**src/rtl/dual_issue_scoreboard.sv**
```systemverilog
`default_nettype none
// ============================================================================
// Module      : dual_issue_scoreboard
// Description : Register scoreboard, divider countdown and decode stall/split
//               generation for the dual-issue pipeline.
// Revision    : 1.0 - initial release
// ============================================================================
module dual_issue_scoreboard #(
    parameter int DIV_LAT = 8
) (
    input  logic        clk,
    input  logic        rst_n,
    input  logic        valid_D1,
    input  logic        valid_D2,
    input  logic [4:0]  rs_D1,
    input  logic [4:0]  rt_D1,
    input  logic [4:0]  rs_D2,
    input  logic [4:0]  rt_D2,
    input  logic        useRs_D1,
    input  logic        useRt_D1,
    input  logic        useRs_D2,
    input  logic        useRt_D2,
    input  logic        regWrite_D1,
    input  logic        regWrite_D2,
    input  logic [4:0]  writeReg_D1,
    input  logic [4:0]  writeReg_D2,
    input  logic        isLoad_D1,
    input  logic        isLoad_D2,
    input  logic        isDiv_D1,
    input  logic        loadDone_W1,
    input  logic        loadDone_W2,
    input  logic [4:0]  writeReg_W1,
    input  logic [4:0]  writeReg_W2,
    output logic        stall_D,
    output logic        split_D,
    output logic        div_busy,
    output logic        div_done,
    output logic [4:0]  div_dest,
    output logic [31:0] pending
);

    localparam int             CW       = $clog2(DIV_LAT + 1);
    localparam logic [CW-1:0]  C_LAT    = CW'(DIV_LAT);
    localparam logic [CW-1:0]  C_ONE    = CW'(1);

    logic [31:0]   pending_q, pending_d;
    logic [CW-1:0] count_q, count_d;
    logic          div_done_q, div_done_d;
    logic [4:0]    div_dest_q, div_dest_d;

    logic          w_haz1, w_haz2, w_raw, w_stall, w_split;
    logic          w_issue1, w_issue2, w_div_go;
    logic [31:0]   w_set, w_clr;

    function automatic logic haz(input logic use_i, input logic [4:0] reg_i,
                                 input logic [31:0] pend_i);
        return use_i & (reg_i != 5'd0) & pend_i[reg_i];
    endfunction

    always_comb begin
        w_haz1 = haz(useRs_D1, rs_D1, pending_q) | haz(useRt_D1, rt_D1, pending_q);
        w_haz2 = haz(useRs_D2, rs_D2, pending_q) | haz(useRt_D2, rt_D2, pending_q);
        w_raw  = regWrite_D1 & (writeReg_D1 != 5'd0) &
                 ((useRs_D2 & (rs_D2 == writeReg_D1)) |
                  (useRt_D2 & (rt_D2 == writeReg_D1)));

        // A divide may enter in the completion cycle of the previous one.
        w_stall = w_haz1 |
                  (isDiv_D1 & valid_D1 & (count_q != '0) & ~div_done_q) |
                  (~valid_D1 & w_haz2);
        w_split = ~w_stall & valid_D2 & (w_haz2 | w_raw | (isLoad_D2 & isLoad_D1));

        w_issue1 = valid_D1 & ~w_stall;
        w_issue2 = valid_D2 & ~w_stall & ~w_split;
        w_div_go = w_issue1 & isDiv_D1;

        w_clr = '0;
        if (loadDone_W1) w_clr[writeReg_W1] = 1'b1;
        if (loadDone_W2) w_clr[writeReg_W2] = 1'b1;
        if (div_done_q)  w_clr[div_dest_q]  = 1'b1;

        w_set = '0;
        if (w_issue1 & isLoad_D1 & regWrite_D1) w_set[writeReg_D1] = 1'b1;
        if (w_div_go)                           w_set[writeReg_D1] = 1'b1;
        if (w_issue2 & isLoad_D2 & regWrite_D2) w_set[writeReg_D2] = 1'b1;

        // Set is applied after clear so a new producer keeps ownership.
        pending_d    = (pending_q & ~w_clr) | w_set;
        pending_d[0] = 1'b0;

        if (w_div_go) begin
            count_d    = C_LAT;
            div_dest_d = writeReg_D1;
        end else begin
            count_d    = (count_q != '0) ? (count_q - C_ONE) : count_q;
            div_dest_d = div_dest_q;
        end
        div_done_d = (count_d == C_ONE);
    end

    always_ff @(posedge clk or negedge rst_n) begin
        if (!rst_n) begin
            pending_q  <= '0;
            count_q    <= '0;
            div_done_q <= 1'b0;
            div_dest_q <= '0;
        end else begin
            pending_q  <= pending_d;
            count_q    <= count_d;
            div_done_q <= div_done_d;
            div_dest_q <= div_dest_d;
        end
    end

    assign stall_D  = w_stall;
    assign split_D  = w_split;
    assign div_busy = (count_q != '0);
    assign div_done = div_done_q;
    assign div_dest = div_dest_q;
    assign pending  = pending_q;

endmodule
`default_nettype wire
```
**config.mk**
```make
export PLATFORM = sky130hd
export DESIGN_NAME = dual_issue_scoreboard
export DESIGN_NICKNAME = d
export VERILOG_FILES = /design/src/rtl/dual_issue_scoreboard.sv
export SDC_FILE = /design/constraint.sdc
export NUM_CORES = 1
export LEC_CHECK = 0
export BUFFER_PORTS_ARGS = -buffer_cell sky130_fd_sc_hd__buf_2
export CAP_MARGIN = 5
export CORE_MARGIN = 8
export CORE_UTILIZATION = 40
export CTS_BUF_LIST = sky130_fd_sc_hd__clkbuf_8
export DETAILED_ROUTE_END_ITERATION = 10
export GPL_ROUTABILITY_DRIVEN = 0
export HOLD_SLACK_MARGIN = 0.12
export MAX_ROUTING_LAYER = met4
export PLACE_DENSITY_LB_ADDON = 0.25
export SLEW_MARGIN = 20
export SYNTH_ARGS = -nofsm -noshare
export SYNTH_HDL_FRONTEND = slang
export SYNTH_SLANG_ARGS = --single-unit
```
**constraint.sdc**
```tcl
create_clock -name clk -period 3.95 [get_ports clk]
set_input_delay 0.1975 -clock clk [delete_from_list [all_inputs] [get_ports clk]]
set_output_delay 0.1975 -clock clk [all_outputs]
set_load 0.05 [all_outputs]
```
==> impl_metrics.toml <==
[global_route]
grt_antenna_before_repair = 0
grt_pass1_wl_um = 26400
grt_usage_pct = 23.7
grt_max_degree = 42
grt_overflow = 0
grt_pass1_vias = 4683

[critical_path]
max_stage_delay_ns = 0.47
cp_max_fo = 11
crit_type = "flop to output port"
critPathTopFamily = "simple AND/OR/NAND/NOR gates"
timing.rr.start = "count_q[0]"
worstPathCellList = "inv_1 > ha_1 > or3b_1 > nand4b_1 > nand2_1 > o32ai_4 > nand2_2 > nor4b_2 > buf_2"
arrival_ns = 3.05
crit_buf_inv = 2
reg2reg_slack_ns = 0.86
crit_slowest_cell = "o32ai_4"
cp-end-kind = "output port"
rr_worst_depth = 9
cp-start-kind = "flop"
timing.rr.end = "pending[19]"
required_ns = 3.75

[synthesis]
synth_nets = 564
syn_inst = 508
ys_warn_count = 0
ys_types = 58
synth_area_um2 = 4350
synth_edf_count = 0
synth.area.top_cells = "dfrtp_1, mux4_2, o41ai_1"
ys_seq_elements = 41
ys_top_cells_by_count = "nor2_1, nand2_1, dfrtp_1"
synth_ff_type = "dfrtp_1"
synth.most_common_cell = "nor2_1"
synth_largest_area_cell = "dfrtp_1"
avgSynthCellArea_um2 = 8.55
synth_top_area_share_pct = 23.6
async_reset_ff_share_pct = 100
seq_area_frac_synth_pct = 23.6

[floorplan]
io_pins = 96
fp.dieW_um = 120
die_h_um = 120
die_area_um2 = 14500
rows = 38
fp.coreArea_um2 = 10700
start_util_pct = 40.6

[detailed_routing]
wl_um = 16900
vias_per_cell = 6.72
postRouteAntennaNets = 0
drc = 0
routedWlPerCell_um = 23.6
drtIter0Drc = 732
drt_pass1_iterations = 5
num_vias = 4819

[final_layout]
nNetsFinal = 632
fill_cells = 1067
layout-drive-gt1-share_pct = 25.1
final_core_util_pct = 46.6
n_antenna_cell = 0
area_delta_synth_final_pct = 14.6

[clock_tree]
postCtsSetupBuffers = 0
cts_tree = "yes"
cts.clk_slew.worst_paths_ns = 0.08
cts_buffer_depth = 2
cts.sinks = 41
cts_made_buffers = 5
root_buffer = "clkbuf_8"
insertion_delay_ns = 0.30
cts.htree.levels = 2

[placement]
io_buffers = 94
place_ws_ns = 0.969
dp_hpwl_um = 13200

[min_path]
hold-path-cell-count = 2
min_to = "div_dest[2]"
hold_class = "input port to flop"
min_from = "writeReg_D1[2]"

[power]
leakage_nw = 1.99
peakVddDrop_mv = 0.376
pwr_density_cell_nw_per_um2 = 544

[sta]
min_period_ns = 3.25
hold_viol = 0
maxSlewHeadroom_pct = 36.1
tightest_slew_ns = 0.958
slew_viol_final = 0
setup_tns_ns = 0
finClkSkew_ns = 0.00805
rsz0062_at_grt = "no"
period_share_pct = 82.3
max_freq_mhz = 308
layout_setup_ws_ns = 0.699
setup_violations = 0

[run]
cap_violations = 0

[outcome]
status = "complete, no violations"
-- placed cells by master (no fill, tap or decap), types with 2 or more instances in the layout --
cell type | netlist | final
mux2_1 | 10 | 10
or2_2 | 6 | 6
nor2_1 | 62 | 62
o31ai_1 | 2 | 2
nand4b_1 | 2 | 2
inv_1 | 6 | 7
and3b_1 | 4 | 4
mux4_2 | 23 | 23
clkbuf_8 | 0 | 6
nand3b_1 | 17 | 17
nand2b_1 | 6 | 6
nor3b_1 | 17 | 17
mux2i_1 | 18 | 18
a22oi_1 | 16 | 16
nor3_1 | 5 | 5
nand2_1 | 44 | 44
mux2_2 | 2 | 2
o41ai_1 | 29 | 29
buf_2 | 9 | 94
nor2b_1 | 8 | 8
buf_4 | 2 | 4
a31oi_1 | 32 | 32
o21ai_0 | 20 | 20
xnor2_1 | 11 | 11
or3b_2 | 3 | 3
dfrtp_1 | 41 | 41
a21oi_1 | 3 | 3
o22ai_1 | 18 | 18
nand3_1 | 13 | 13
a32oi_1 | 2 | 2
nand4_1 | 3 | 3
and3_1 | 19 | 19
a211oi_1 | 4 | 4
-- state kept, by name (all words and copies together) (netlist names) --
name,count
div_done,1
count_q,4
div_dest,5
pending,31
-- per-layer routing --
metal | track usage (%) | share of wire, % | vias to the layer above | routed length, µm
met1 | 31.6 | 42 | 2296 | 7090
met5 | - | 0 | - | 0
met3 | 3.73 | 11 | 35 | 1790
li1 | - | - | 2129 | -
met2 | 35.8 | 45 | 359 | 7590
met4 | 8.27 | 2.8 | 0 | 467
-- timing repair --
item                                   CTS  global route
endpoints found under the hold margin   41             0
hold buffers                             1             0
gates resized for setup                  0             0
-- per-stage QoR --
stage	power [mW]	hold WS (ns)	instances	instance area (µm²)
detailed placement	2.33	0.418	708	4850
finish	2.71	0.264	717	4980
floorplan	1.88	-0.0981	508	4350
global placement	2.30	0.397	708	4850
CTS	2.68	0.256	717	4980
global route	2.85	0.254	717	4980
-- report_power, final --
group	total, mW	switching [mW]	internal (mW)
logic	1.50	0.977	0.525
registers	0.844	0.293	0.551
clock network	0.363	0.159	0.204
total	2.71	1.43	1.28
-- cell type report --
class                   count  area, µm²  area share [%]
multi-input cells         423       3130            62.8
flip-flops and latches     41       1030            20.6
repair buffers             99        510            10.2
well taps                 140        175            3.52
clock buffers               6       82.6            1.66
clock inverters             2       33.8           0.678
inverters                   6       22.5           0.452
-- kinds of logic after synthesis --
| logic type | after synthesis | share of synthesized area, % |
|---|---|---|
| XOR/XNOR | 11 | 2.22 |
| other | 1 | 0.0863 |
| multiplexers | 53 | 19.2 |
| buffers and inverters | 44 | 4.75 |
| AO/OA/AOI/OAI | 140 | 23.4 |
| adder cells (fa/ha/maj) | 1 | 0.288 |
| flip-flops | 41 | 23.6 |
| AND/OR/NAND/NOR | 217 | 26.5 |
-- worst max-delay path by stage --
| stage | from | endpoint | slack [ns] | cells past startpoint |
|---|---|---|---|---|
| after floorplan | count_q[0] | split_D | 0.63 | 10 |
| after global placement | count_q[0] | split_D | 1.21 | 9 |
| after detailed placement | count_q[0] | pending[19] | 0.97 | 9 |
| after CTS | count_q[0] | split_D | 0.73 | 9 |
| after global routing | count_q[0] | split_D | 0.48 | 9 |
| final | count_q[0] | split_D | 0.70 | 9 |
Note: power is estimated with default switching activity, not from simulation.
